`config.mk`:
```
export PLATFORM = sky130hd
export DESIGN_NAME = free_list
export DESIGN_NICKNAME = d
export VERILOG_FILES = /design/src/rtl/free_list.sv
export SDC_FILE = /design/constraint.sdc
export NUM_CORES = 1
export LEC_CHECK = 0
export CORE_MARGIN = 2
export CORE_UTILIZATION = 35
export CTS_CLUSTER_SIZE = 30
export DETAILED_ROUTE_END_ITERATION = 10
export PLACE_DENSITY = 0.61
export SYNTH_ARGS = -nofsm -noshare
export SYNTH_HDL_FRONTEND = slang
export SYNTH_SLANG_ARGS = --single-unit
export TNS_END_PERCENT = 5
```
`constraint.sdc`:
```
create_clock -name clk -period 5.7 [get_ports clk]
set_input_delay 0.855 -clock clk [delete_from_list [all_inputs] [get_ports clk]]
set_output_delay 0.855 -clock clk [all_outputs]
set_load 0.05 [all_outputs]
```
`src/rtl/free_list.sv`:
```
// -----------------------------------------------------------------------------
// free_list
//
// Physical-register free list for the rename stage. Idle physical tags sit in
// a circular FIFO. Rename can take up to three tags per cycle, and allocation
// is all-or-nothing. Retirement can return up to two tags per cycle.
//
// Ports
//   clk, rst_n                 clock (rising edge), async active-low reset
//   alloc_req1..3              rename slots that need a new destination tag
//   alloc_grant                every requested tag is available this cycle
//   alloc_tag1..3              tag offered to each slot (combinational)
//   free_valid1/2, free_tag1/2 tags returned by retirement, port 1 first
//   free_count, empty          occupancy of the list
//   overflow_err               sticky: a free was dropped because list was full
//   double_free_err            sticky: a duplicate free was dropped
//                              (only with FREE_LIST_DOUBLE_FREE_CHECK_EN)
//
// Build option
//   FREE_LIST_DOUBLE_FREE_CHECK_EN adds a membership bitmap. Duplicate frees
//   are rejected and reported on double_free_err. When the macro is not
//   defined, duplicates are enqueued unchecked.
// -----------------------------------------------------------------------------
module free_list #(
  parameter int PREG_W    = 6,
  parameter int NUM_PREGS = 64,
  parameter int NUM_AREGS = 32,
  parameter int DEPTH     = NUM_PREGS - NUM_AREGS
) (
  input  logic              clk,
  input  logic              rst_n,
  input  logic              alloc_req1,
  input  logic              alloc_req2,
  input  logic              alloc_req3,
  output logic              alloc_grant,
  output logic [PREG_W-1:0] alloc_tag1,
  output logic [PREG_W-1:0] alloc_tag2,
  output logic [PREG_W-1:0] alloc_tag3,
  input  logic              free_valid1,
  input  logic [PREG_W-1:0] free_tag1,
  input  logic              free_valid2,
  input  logic [PREG_W-1:0] free_tag2,
  output logic [PREG_W-1:0] free_count,
  output logic              empty,
`ifdef FREE_LIST_DOUBLE_FREE_CHECK_EN
  output logic              double_free_err,
`endif
  output logic              overflow_err
);

  localparam int PTR_W = $clog2(DEPTH);
  localparam logic [PTR_W:0]    DEPTH_P = (PTR_W+1)'(DEPTH);
  localparam logic [PREG_W-1:0] DEPTH_C = PREG_W'(DEPTH);

  logic [PREG_W-1:0] fifo_q [DEPTH];
  logic [PREG_W-1:0] fifo_d [DEPTH];
  logic [PTR_W-1:0]  head_q, head_d;
  logic [PTR_W-1:0]  tail_q, tail_d;
  logic [PREG_W-1:0] count_q, count_d;
  logic              overflow_q, overflow_d;

  logic [1:0] n_req;
  logic [1:0] n_grant;
  logic [1:0] off2;
  logic [1:0] off3;
  logic       take1;
  logic       take2;

`ifdef FREE_LIST_DOUBLE_FREE_CHECK_EN
  logic [NUM_PREGS-1:0] in_list_q, in_list_d;
  logic                 dfe_q, dfe_d;
`endif

  // Pointer advance modulo DEPTH. DEPTH does not need to be a power of two.
  function automatic logic [PTR_W-1:0] ptr_add(input logic [PTR_W-1:0] p,
                                               input logic [1:0] n);
    logic [PTR_W:0] s;
    s = {1'b0, p} + {{(PTR_W-1){1'b0}}, n};
    if (s >= DEPTH_P) s = s - DEPTH_P;
    return s[PTR_W-1:0];
  endfunction

  // Requesting slots are packed in slot order. Each slot's offset from head is
  // the number of lower-index slots that are also requesting.
  always_comb begin
    n_req = {1'b0, alloc_req1} + {1'b0, alloc_req2} + {1'b0, alloc_req3};
    off2  = {1'b0, alloc_req1};
    off3  = {1'b0, alloc_req1} + {1'b0, alloc_req2};
    alloc_grant = (n_req != 2'd0) && (count_q >= {{(PREG_W-2){1'b0}}, n_req});
    alloc_tag1  = fifo_q[head_q];
    alloc_tag2  = fifo_q[ptr_add(head_q, off2)];
    alloc_tag3  = fifo_q[ptr_add(head_q, off3)];
  end

  assign free_count   = count_q;
  assign empty        = (count_q == '0);
  assign overflow_err = overflow_q;
`ifdef FREE_LIST_DOUBLE_FREE_CHECK_EN
  assign double_free_err = dfe_q;
`endif

  // Next-state logic. The allocation is applied first. The frees are then
  // processed in port order against the post-allocation occupancy. A tag freed
  // this cycle is therefore never handed out in the same cycle.
  always_comb begin
    fifo_d     = fifo_q;
    head_d     = head_q;
    tail_d     = tail_q;
    overflow_d = overflow_q;
    n_grant    = alloc_grant ? n_req : 2'd0;
    head_d     = ptr_add(head_q, n_grant);
    count_d    = count_q - {{(PREG_W-2){1'b0}}, n_grant};
    take1      = free_valid1 && (free_tag1 != '0);
    take2      = free_valid2 && (free_tag2 != '0);
`ifdef FREE_LIST_DOUBLE_FREE_CHECK_EN
    in_list_d = in_list_q;
    dfe_d     = dfe_q;
    if (alloc_grant && alloc_req1) in_list_d[alloc_tag1] = 1'b0;
    if (alloc_grant && alloc_req2) in_list_d[alloc_tag2] = 1'b0;
    if (alloc_grant && alloc_req3) in_list_d[alloc_tag3] = 1'b0;
    if (take1 && in_list_d[free_tag1]) begin
      take1 = 1'b0;
      dfe_d = 1'b1;
    end
`endif
    if (take1) begin
      if (count_d == DEPTH_C) begin
        overflow_d = 1'b1;
      end else begin
        fifo_d[tail_d] = free_tag1;
        tail_d         = ptr_add(tail_d, 2'd1);
        count_d        = count_d + {{(PREG_W-1){1'b0}}, 1'b1};
`ifdef FREE_LIST_DOUBLE_FREE_CHECK_EN
        in_list_d[free_tag1] = 1'b1;
`endif
      end
    end
`ifdef FREE_LIST_DOUBLE_FREE_CHECK_EN
    // Port 2 freeing the same tag as port 1 counts as a duplicate, even if
    // port 1 itself was dropped because the list was full.
    if (take2 && (in_list_d[free_tag2] ||
                  (free_valid1 && (free_tag1 == free_tag2)))) begin
      take2 = 1'b0;
      dfe_d = 1'b1;
    end
`endif
    if (take2) begin
      if (count_d == DEPTH_C) begin
        overflow_d = 1'b1;
      end else begin
        fifo_d[tail_d] = free_tag2;
        tail_d         = ptr_add(tail_d, 2'd1);
        count_d        = count_d + {{(PREG_W-1){1'b0}}, 1'b1};
`ifdef FREE_LIST_DOUBLE_FREE_CHECK_EN
        in_list_d[free_tag2] = 1'b1;
`endif
      end
    end
  end

  // After reset, the list holds every tag that is not mapped to an
  // architectural register. Those tags are NUM_AREGS up to NUM_PREGS-1.
  always_ff @(posedge clk or negedge rst_n) begin
    if (!rst_n) begin
      for (int i = 0; i < DEPTH; i++) fifo_q[i] <= PREG_W'(NUM_AREGS + i);
      head_q     <= '0;
      tail_q     <= '0;
      count_q    <= DEPTH_C;
      overflow_q <= 1'b0;
`ifdef FREE_LIST_DOUBLE_FREE_CHECK_EN
      for (int i = 0; i < NUM_PREGS; i++) in_list_q[i] <= (i >= NUM_AREGS);
      dfe_q <= 1'b0;
`endif
    end else begin
      fifo_q     <= fifo_d;
      head_q     <= head_d;
      tail_q     <= tail_d;
      count_q    <= count_d;
      overflow_q <= overflow_d;
`ifdef FREE_LIST_DOUBLE_FREE_CHECK_EN
      in_list_q <= in_list_d;
      dfe_q     <= dfe_d;
`endif
    end
  end

endmodule
```
## Word level (Yosys, flattened, before mapping)

Cells that the tools add are included.

- Multiply operators: 0
- Shift operators: 0
- Add/sub/neg operators: 15
- $lt $le $gt $ge: 13
- Mux-type cells: 37
- Bitwise gates (word level): 5
- Equality and inequality tests: 2
- Divide/modulo/power cells: 0
- Reduce and logical (&&, ||, !) cells: 9

Operator list:

| kind | number |
|---|---|
| 192-bit two-way mux | 4 |
| 192-bit bitwise mux | 2 |
| 6-bit binary-select mux with 5-bit select | 3 |
| 6-bit two-way mux | 12 |
| 6-bit demux with 5-bit select | 2 |
| 6-bit greater-or-equal comparator (second input constant) | 10 |
| 5-bit two-way mux | 9 |
| 5-bit inverter with 6-bit output | 5 |
| 5-bit by 1-bit subtractor with 5-bit output (second input constant) | 5 |
| 5-bit by 1-bit adder with 6-bit output (second input constant) | 2 |
| 5-bit by 2-bit adder with 6-bit output | 2 |
| 6-bit by 1-bit adder with 6-bit output (second input constant) | 2 |
| 6-bit equality test (second input constant) | 2 |
| 6-bit by 1-bit < comparator with 1-bit output (second input constant) | 2 |
| 6-bit nonzero test | 2 |
| 5-bit by 1-bit adder with 6-bit output | 1 |
| 6-bit by 2-bit greater-or-equal comparator with 1-bit output | 1 |
| 6-bit zero test | 1 |
| 6-bit by 2-bit subtractor with 6-bit output | 1 |
| 1-bit logical AND | 5 |
| 1-bit two-way mux | 4 |
| 1-bit by 1-bit adder with 2-bit output | 1 |
| 2-bit by 1-bit adder with 2-bit output | 1 |
| 2-bit two-way mux | 1 |
| 2-bit nonzero test | 1 |

- Input bits: 19
- Output and inout port bits: 27
- Logic and storage cells: 117
- Bits in latches: 0
- Memories: 0
- Bits in read-only memories: 0
- Flip-flop bits (word level): 209
- Memory bits (writable): 0

## Depth between registers and ports, before layout

Gate-level depths: netlist (run 1).

- Depth after elaboration: 17
- Depth in mapped cells: 23
- Gate-level depth less buffers: 20

## Worst setup path after synthesis (run 1)

Ideal clock, no wire load.

- Kind: input to register
- Start: input port alloc_req1
- End: register fifo_q[138] in the netlist's numbering
- Data arrival time: 5,778 ps
- Path buffers: 3
- Cell stages on the path: 23
- Required time: 5,575 ps
- Setup slack: -203 ps
- Setup time: 125 ps
- Cells stage by stage: fa_1 -> ha_1 -> nand2b_1 -> a211oi_1 -> nor2b_1 -> ha_1 -> inv_1 -> fa_1 -> inv_1 -> ha_1 -> nand2_1 -> nor3_1 -> and3_1 -> buf_2 -> buf_2 -> nor2_1 -> xnor2_1 -> ha_1 -> a21boi_0 -> o2111a_2 -> buf_4 -> a211o_1 -> mux2_2

RTL lines:

| item | line | text |
|---|---|---|
| start, declared | 32 | `input logic alloc_req1,` |
| end signal, assigned | 175 | `fifo_q <= fifo_d;` |
| end, declared | 55 | `logic [PREG_W-1:0] fifo_q [DEPTH];` |

==> results.cfg, run 1 <==
[timing]
fin_ws_ns = 0.328
slew_viol_final = 0
max_freq_mhz = 186
relSlewSlack_pct = 33.3
fin_crit_sh_pct = 94.3
finalSetupViolCount = 0
finalCriticalPeriod_ns = 5.37
rsz0062_at_grt = false
skew_ns = 0.0120
hold_viol_final = 0
tightest_slew_ns = 1.00

[clocking]
root_buffer = clkbuf_16
htree_levels = 1
cts_tree = yes
numCtsBuffers = 27
post-cts-setup-buffer-count = 0
clk_latency_ns = 0.54
cts.sinks = 209
cts.clk_slew.worst_paths_ns = 0.06
ctsHoldBuffers = 0
cts_resized = 0
clk_path_buf_depth = 3

[yosys]
synth_top_family_by_area = multiplexers
yosysSeqAreaShare_pct = 32.6
synth_mux_area_share_pct = 52.4
synth_area_leaders = mux2_2 (28%), mux4_2 (25%), dfstp_2 (18%), dfrtp_1 (15%), ha_1 (1.4%)
synth_area_leader_cell = mux2_2
netlist.area_leader.share_pct = 27.6
synth_fp_nets = 1209
synthArstFlopShare_pct = 100
ys_ff_latch = 209
netlist-cell-type-count = 57
yosys_warnings = 0
synth_xor_area_share_pct = 1.28
synth_edf_count = 0
synth_simple_gate_area_share_pct = 6.09
syn_area_sq_um = 16500
yosys.area_share.adder_pct = 1.93
yosys_most_used_dff = dfstp_2
synth-compound-area-share_pct = 3.07
syn_inst = 1167
syn_avg_cell_area_sq_um = 14.1

[floorplanning]
fp.dieW_microns = 221
core_sq_um = 46500
die_area_sq_um = 48800
die_h_microns = 221
initial_core_util_pct = 35.4
rows = 79
io_pins = 46

[setup_path]
path_buf_inv = 5
cpMostUsedCell = ha_1
worst_setup_path_end_kind = flop
critPathTopFamily = adder cells
start_kind = input pin
ff2ff_path_depth = 22
r2r_slack_ns = 1.19
r2r_start = free_count[0]$_DFF_PN0_
worst_ep_required_time_ns = 6.13
crit_path_cell_trace = clkdlybuf4s50_1 -> fa_1 -> ha_1 -> nand2b_1 -> a211oi_2 -> nor2b_1 -> ha_1 -> inv_1 -> fa_1 -> inv_1 -> ha_1 -> nand2_1 -> nor3_2 -> and3_1 -> nor2_1 -> xnor2_1 -> ha_1 -> a21boi_1 -> buf_4 -> o2111ai_2 -> nand3_1 -> buf_12 -> mux2_2
cpPeakStageDelay_ns = 0.58
path_class = input pin to flop
crit_fanout = 7
cpMaxStageDelayCell = fa_1
regToRegEndpoint = fifo_q[160]$_DFF_PN0_
cp.arrival_ns = 5.80

[finish]
regArea_sq_um = 5380
multi_input_area_sq_um = 10800
drive_gt1_share_pct = 71.1
layout.nets = 1297
fill_cells = 4306
synthToLayoutAreaGrowth_pct = 18.0

[global_routing]
grt_pass1_wl_microns = 83200
antenna_found_initial = 2
track_usage_pct = 22.6
grt_pass1_vias = 11900
grt_max_degree = 115
grt_overflow = 0

[detailed_routing]
via_per_inst = 6.20
routed_wl_microns = 55300
drc = 0
firstDrtPassIters = 5
drt_iter0_markers = 1108
routedWlPerCell_microns = 29.4
route.vias.total = 11700
ant_nets = 0

[outcome]
outcome = completed

[job]
cap_violations = 0

[placement]
place_hpwl_microns = 38600
port-buffer-count = 45
gp_congestion = 0.993
place_ws_ns = -0.157

[min_path]
min_path_type = input pin to async pin
-- cell families (layout without fill, tap and decap cells) --
| kind of cell | Yosys count | count (layout) |
|---|---|---|
| adders and majority gates | 23 | 23 |
| xor gates and xnor gates | 24 | 24 |
| DFF | 209 | 209 |
| AOI/OAI and AO/OA | 61 | 61 |
| muxes | 586 | 586 |
| and+or+nand+nor | 158 | 158 |
| buffers and inverters | 106 | 214 |
| other | 0 | 1 |
-- layout by cell type (no fill, tap or decap), types with 16 or more instances in the layout --
| master | n |
|---|---|
| nor2_1 | 43 |
| ha_1 | 16 |
| dfstp_2 | 113 |
| mux2_2 | 404 |
| nand2_1 | 23 |
| buf_4 | 90 |
| dfrtp_1 | 94 |
| clkbuf_16 | 27 |
| clkdlybuf4s50_1 | 36 |
| mux4_2 | 180 |
| buf_12 | 23 |
| nand3_1 | 22 |
-- how the worst max path moves through the flow --
stage	startpoint	to	slack (ns)	depth (start not counted)
after floorplan	alloc_req1	fifo_q[51]$_DFF_PN0_	0.03	23
after global placement	alloc_req1	fifo_q[147]$_DFF_PN0_	-0.15	23
after detailed placement	alloc_req1	fifo_q[32]$_DFF_PN0_	-0.16	23
final	alloc_req1	fifo_q[160]$_DFF_PN0_	0.33	23
after global routing	alloc_req2	fifo_q[154]$_DFF_PN0_	0.07	23
after CTS	alloc_req1	alloc_tag2[2]	0.36	9
-- cells in the mapped netlist, drive strengths merged, types with 16 or more instances --
| master | count |
|---|---|
| clkbuf | 55 |
| ha | 19 |
| dfrtp | 96 |
| mux2 | 405 |
| nand2 | 23 |
| xnor2 | 16 |
| dfstp | 113 |
| mux4 | 180 |
| nor3 | 21 |
| buf | 37 |
| nor2 | 44 |
| nand3 | 22 |
-- worst register-to-register path: stages (launching register included) --
cell,delay (ns)
dfrtp_1,0.37
inv_1,0.07
ha_1,0.28
nand2b_1,0.15
a211oi_2,0.24
nor2b_1,0.09
ha_1,0.20
inv_1,0.08
fa_1,0.44
inv_1,0.08
ha_1,0.14
nand2_1,0.06
nor3_2,0.12
and3_1,0.20
nor2_1,0.07
xnor2_1,0.27
ha_1,0.19
a21boi_1,0.21
buf_4,0.14
o2111ai_2,0.28
nand3_1,0.25
buf_12,0.15
mux2_2,0.33
-- through the flow --
| step | util, % | cells | hold WS (ns) | instance area [sq um] | setup TNS, ns |
|---|---|---|---|---|---|
| after floorplan | - | 1167 | 0.559 | 16500 | 0 |
| after global placement | 39.7 | 1833 | 0.474 | 18500 | -14.41 |
| after detailed placement | 39.7 | 1833 | 0.479 | 18500 | -17.52 |
| after CTS | 41.8 | 1882 | 0.431 | 19400 | 0 |
| after global routing | 41.8 | 1882 | 0.473 | 19400 | 0 |
| final | 41.8 | 1883 | 0.376 | 19400 | 0 |
-- metal layers --
| metal | share of wire (%) | GRT usage (%) | up-vias | wire [microns] |
|---|---|---|---|---|
| met1 | 41 | 29.8 | 6220 | 22500 |
| met2 | 48 | 37.0 | 510 | 26500 |
| li1 | - | - | 4822 | - |
| met3 | 7.3 | 4.57 | 117 | 4050 |
| met4 | 4.1 | 8.21 | 4 | 2260 |
| met5 | 0.040 | 0 | - | 22 |
-- final cells by class --
type / count / area share [%]
sequential: 209 / 27.7
tap: 607 / 3.91
antenna: 1 / 0.0129
multi-input combinational: 852 / 55.3
clock buffer: 33 / 3.85
timing repair buffer: 151 / 7.80
clock inverter: 16 / 1.15
inverter: 14 / 0.270
-- registers in the layout, summed over array words and instances, names as in the netlist --
signal	cells
fifo_q	192
free_count	6
head_q	5
tail_q	5
overflow_err	1
Power of run 1 is not shown: default switching activity piles up to over one toggle a cycle in this logic, so the estimate is an artifact.
==> run 2, diff against run 1 <==
Settings changed: CORE_MARGIN 2 to 8, SLEW_MARGIN from default to 0.
==> run 2 against run 1 <==
  * First-iteration DRC count decreased by 11%
  * Sequential cell count stayed put
  * Maximum frequency is 0.77% higher
==> results.cfg, run 2 (synthesis results as in run 1) <==
[detailed_routing]
via_per_inst = 6.20
drt_iter0_markers = 982
routed_wl_microns = 55000
drc = 0
routedWlPerCell_microns = 29.1
route.vias.total = 11700
firstDrtPassIters = 5
ant_nets = 0

[clocking]
htree_levels = 1
ctsHoldBuffers = 0
clk_path_buf_depth = 3
cts.clk_slew.worst_paths_ns = 0.06
cts_tree = yes
root_buffer = clkbuf_16
numCtsBuffers = 26
clk_latency_ns = 0.55
cts.sinks = 209

[timing]
skew_ns = 0.0109
relSlewSlack_pct = 21.7
finalSetupTns_ns = 0
rsz0062_at_grt = false
tightest_slew_ns = 1.17
max_freq_mhz = 188
finalCriticalPeriod_ns = 5.33
slew_viol_final = 0
finalSetupViolCount = 0
fin_crit_sh_pct = 93.5
hold_viol_final = 0

[finish]
drive_gt1_share_pct = 71.6
largest_register_ffs = 192
largest_register = fifo_q
layout.nets = 1302
layout.cells.most_common = mux2_2
synthToLayoutAreaGrowth_pct = 18.4
final_cell_area_sq_um = 19500
final_cell_mix = mux2_2 (404), mux4_2 (180), dfstp_2 (113), buf_4 (96), dfrtp_1 (94)
fill_cells = 4305

[placement]
gp_congestion = 0.933
dpl_cell_area_sq_um = 18500
port-buffer-count = 45
place_hpwl_microns = 38600

[setup_path]
r2r_start = free_count[0]$_DFF_PN0_
worst_ep_required_time_ns = 6.13
worst_setup_path_end_kind = flop
path_class = input pin to flop
cp.arrival_ns = 5.76
regToRegEndpoint = fifo_q[147]$_DFF_PN0_
ff2ff_path_depth = 22
crit_fanout = 13
r2r_slack_ns = 1.17
start_kind = input pin

[floorplanning]
io_pins = 46
die_h_microns = 233
fp.dieW_microns = 233
die_area_sq_um = 54200
core_sq_um = 46500
initial_core_util_pct = 35.4
rows = 79

[global_routing]
grt_overflow = 0
grt_pass1_wl_microns = 82700
track_usage_pct = 20.3
grt_pass1_vias = 12000
antenna_found_initial = 2
grt_max_degree = 140

[job]
cap_violations = 0

[outcome]
outcome = completed

[min_path]
min_path_type = input pin to async pin
-- run 2: cell types whose count changed in the layout (fill, tap and decap cells not counted), moves of 2 or more --
cell / change
clkbuf_1: +6
bufinv_16: -2
nand3_2: +3
clkinvlp_4: -3
nand3_1: -3
buf_12: +5
buf_4: +6
clkdlybuf4s50_1: -6
-- run 2: repair_timing --
| action | in CTS | in global routing |
|---|---|---|
| setup buffers | 0 | 0 |
| endpoints found under the setup margin | 0 | 133 |
| gates resized for setup | 0 | 6 |
-- run 2: critical path, cell delays in order --
cell and delay, ns:
clkdlybuf4s50_1 0.45, fa_1 0.58, ha_1 0.22, nand2b_1 0.15, a211oi_2 0.24, nor2b_1 0.11, ha_1 0.21, inv_1 0.07
fa_1 0.44, inv_1 0.08, ha_1 0.14, nand2_1 0.07, nor3_2 0.16, and3_4 0.22, nor2_1 0.07, xnor2_1 0.17
ha_1 0.18, a21boi_1 0.13, o2111a_2 0.21, buf_12 0.17, nor4_4 0.24, buf_4 0.22, mux2_2 0.35
-- run 2: per-layer routing --
metal  up-vias  part of all wire [%]  global-route usage, %
met5         -                 0.035                      0
met4         2                   4.0                   7.10
met3       115                   7.2                   3.17
met2       542                    48                   33.5
met1      6235                    41                   27.0
li1       4816                     -                      -
-- run 2: worst max-delay path by stage --
stage	startpoint	endpoint	slack [ns]	cells after the start
after floorplan	alloc_req1	fifo_q[51]$_DFF_PN0_	0.03	23
final	alloc_req1	fifo_q[147]$_DFF_PN0_	0.37	23
after CTS	alloc_req1	fifo_q[160]$_DFF_PN0_	0.33	23
after global placement	alloc_req1	fifo_q[147]$_DFF_PN0_	-0.20	23
after detailed placement	alloc_req1	fifo_q[157]$_DFF_PN0_	-0.21	23
after global routing	alloc_req1	fifo_q[100]$_DFF_PN0_	0.001	22
-- run 2: area by class of cell --
class | instances | area, sq um | area share [%]
clock buffers | 40 | 785 | 4.03
flip-flops and latches | 209 | 5380 | 27.6
diodes | 1 | 2.50 | 0.0128
repair buffers | 157 | 1610 | 8.24
inverters | 14 | 52.6 | 0.270
well taps | 607 | 759 | 3.90
clock inverters | 8 | 118 | 0.604
multi-input cells | 852 | 10800 | 55.4
-- run 2: stage by stage --
step / setup WS, ns / util, % / hold WS, ns / cells
3_5_place_dp: -0.212 / 39.9 / 0.537 / 1839
5_1_grt: 0.00109 / 41.9 / 0.374 / 1887
2_1_floorplan: 0.0279 / - / 0.559 / 1167
3_3_place_gp: -0.201 / 39.9 / 0.536 / 1839
6_report: 0.369 / 41.9 / 0.336 / 1888
4_1_cts: 0.333 / 41.9 / 0.353 / 1887
Power of run 2 is left out for the same reason.
==> run 3, diff against run 2 <==
Settings changed: CTS_CLUSTER_SIZE 30 to 25, PLACE_DENSITY 0.61 to 0.63.
Clock period 5.7 ns to 4.6 ns, I/O delays scaled along.
==> run 3 against run 2 <==
  * The run now ends with negative setup slack left
  * Count of clock-buffer cells in the layout increased by 1
  * Non-clock buffer count increased by 59
  * Setup slack worse by 0.56 ns
  * Register-to-register slack worse by 1.0 ns
  * Sequential cell count stayed put
  * First-iteration DRC count is 15% higher
  * Largest cell class unchanged
  * Critical path depth increased by 1
  * Die area unchanged
  * Final cell count grew 3.1%
  * Critical path type unchanged
==> results.cfg, run 3 (synthesis results as in run 1) <==
[power_and_ir_drop]
p_per_area_nw_per_um2 = 942
p_sw_mw = 8.29
p_leak_nw = 7.85
switching_share_pct = 43.0
totalPowerFinal_mw = 19.3
clkPwrFrac_pct = 10.6
internal_power_mw = 11.0
peakVddDrop_mv = 0.972
seqPwrFrac_pct = 22.2
p_comb_share_pct = 67.2

[timing]
max_freq_mhz = 209
skew_ns = 0.0114
hold_viol_final = 0
tightest_slew_ns = 1.02
rsz0062_at_grt = true
whs_ns = 0.208
finalSetupViolCount = 143
slew_viol_final = 0
relSlewSlack_pct = 32.0
fin_ws_ns = -0.191
finalCriticalPeriod_ns = 4.79
fin_crit_sh_pct = 104

[setup_path]
regToRegEndpoint = fifo_q[54]$_DFF_PN0_
r2r_start = free_count[0]$_DFF_PN0_
path_class = input pin to flop
crit_fanout = 8
worst_setup_path_end_kind = flop
worst_ep_required_time_ns = 5.04
ff2ff_path_depth = 23
r2r_slack_ns = 0.14
start_kind = input pin
cp.arrival_ns = 5.23

[clocking]
clk_latency_ns = 0.56
htree_levels = 1
clk_path_buf_depth = 3
cts.sinks = 209
cts.clk_slew.worst_paths_ns = 0.06
cts_tree = yes
ctsHoldBuffers = 0
root_buffer = clkbuf_16
numCtsBuffers = 26

[placement]
place_hpwl_microns = 40800
dpl_cell_area_sq_um = 19000
place_ws_ns = -1.25
port-buffer-count = 45
gp_congestion = 0.920

[global_routing]
track_usage_pct = 21.5
grt_overflow = 0
antenna_found_initial = 1
grt_max_degree = 109
grt_pass1_vias = 12100
grt_pass1_wl_microns = 86700

[finish]
final_util_pct = 44.1
largest_register_ffs = 192
layout.cells.most_common = mux2_2
final_cell_mix = mux2_2 (327), mux4_2 (180), buf_4 (127), dfstp_2 (113), dfrtp_1 (94)
drive_gt1_share_pct = 75.5
final_cell_area_sq_um = 20500
layout.nets = 1361
synthToLayoutAreaGrowth_pct = 24.4
largest_register = fifo_q

[detailed_routing]
wl_met3_microns = 6130
wl_met2_microns = 26700
route.vias.total = 12100
firstDrtPassIters = 7
routedWlPerCell_microns = 30.1
routed_wl_microns = 58600
drc = 0
ant_nets = 0
drt_iter0_markers = 1125
met1_length_microns = 23300
dr.max_layer_used = met5
via_per_inst = 6.24

[floorplanning]
core_sq_um = 46500
fp.dieW_microns = 233
die_area_sq_um = 54200
rows = 79
die_h_microns = 233
io_pins = 46
initial_core_util_pct = 35.4

[outcome]
violations = negative setup slack
outcome = complete, but fails checks

[job]
cap_violations = 0

[min_path]
min_path_type = input pin to async pin
-- run 3: changes by cell type in the layout (fill, tap and decap cells not counted), moves of 14 or more --
cell    before  now
nor2_1      43   24
mux2_2     404  327
buf_6        0   24
buf_4       96  127
nor2_2       1   15
mux2_4       0   78
-- run 3: power by group through the flow --
stage                     Combinational, mW  Clock, mW  Sequential, mW
after floorplan                        8.40          0            3.76
after global placement                 12.3          0            4.15
after detailed placement               12.4          0            4.23
after CTS                              12.7       2.09            4.21
after global routing                   13.5       2.16            4.38
final                                  13.0       2.05            4.28
-- run 3: repair_timing --
action,CTS,global route
buffers inserted,13,6
pin swaps,24,25
setup endpoints to repair,206,198
gates resized for setup,92,56
cloned,1,0
-- run 3: worst max-delay path, stage by stage --
cell      delay [ns]
buf_8           0.10
fa_2            0.61
ha_4            0.21
nand2b_4        0.14
a211oi_4        0.23
nor2b_2         0.08
ha_2            0.20
inv_2           0.05
fa_1            0.42
inv_1           0.07
ha_2            0.17
nand2_2         0.06
nor3_4          0.18
and3_4          0.22
nor2_4          0.05
xnor2_2         0.15
ha_2            0.18
a21boi_2        0.15
o2111a_2        0.22
buf_12          0.18
buf_12          0.16
nor3_4          0.22
buf_6           0.16
mux2_4          0.29
-- run 3: area by class of cell --
type	instances	area, sq um
Multi-Input combinational cell	852	11200
Clock buffer	41	810
Clock inverter	7	37.5
Tap cell	607	759
Fill cell	4187	26000
Antenna cell	1	2.50
Timing Repair Buffer	216	2210
Sequential cell	209	5380
Inverter	14	52.6
-- run 3: per-stage QoR --
step | std cells | setup TNS (ns)
6_report | 1947 | -15.66
5_1_grt | 1946 | -44.85
4_1_cts | 1941 | -17.50
3_5_place_dp | 1880 | -217.34
3_3_place_gp | 1880 | -194.51
2_1_floorplan | 1167 | -110.08
-- run 3: how the worst max path moves through the flow --
stage	from	to	slack (ns)	cells after the start
6_report	alloc_req2	fifo_q[54]$_DFF_PN0_	-0.19	24
3_5_place_dp	alloc_req1	fifo_q[51]$_DFF_PN0_	-1.25	23
2_1_floorplan	alloc_req1	fifo_q[48]$_DFF_PN1_	-0.67	23
3_3_place_gp	alloc_req1	fifo_q[51]$_DFF_PN0_	-1.16	23
4_1_cts	alloc_req3	fifo_q[54]$_DFF_PN0_	-0.19	23
5_1_grt	alloc_req2	fifo_q[54]$_DFF_PN0_	-0.36	24
-- run 3: per-layer routing --
layer,global-route usage [%],vias up
met1,28.3,6359
met2,33.3,698
met5,0,-
met3,6.47,135
met4,7.61,2
li1,-,4952
No activity file was read; power rests on OpenSTA's default activity.
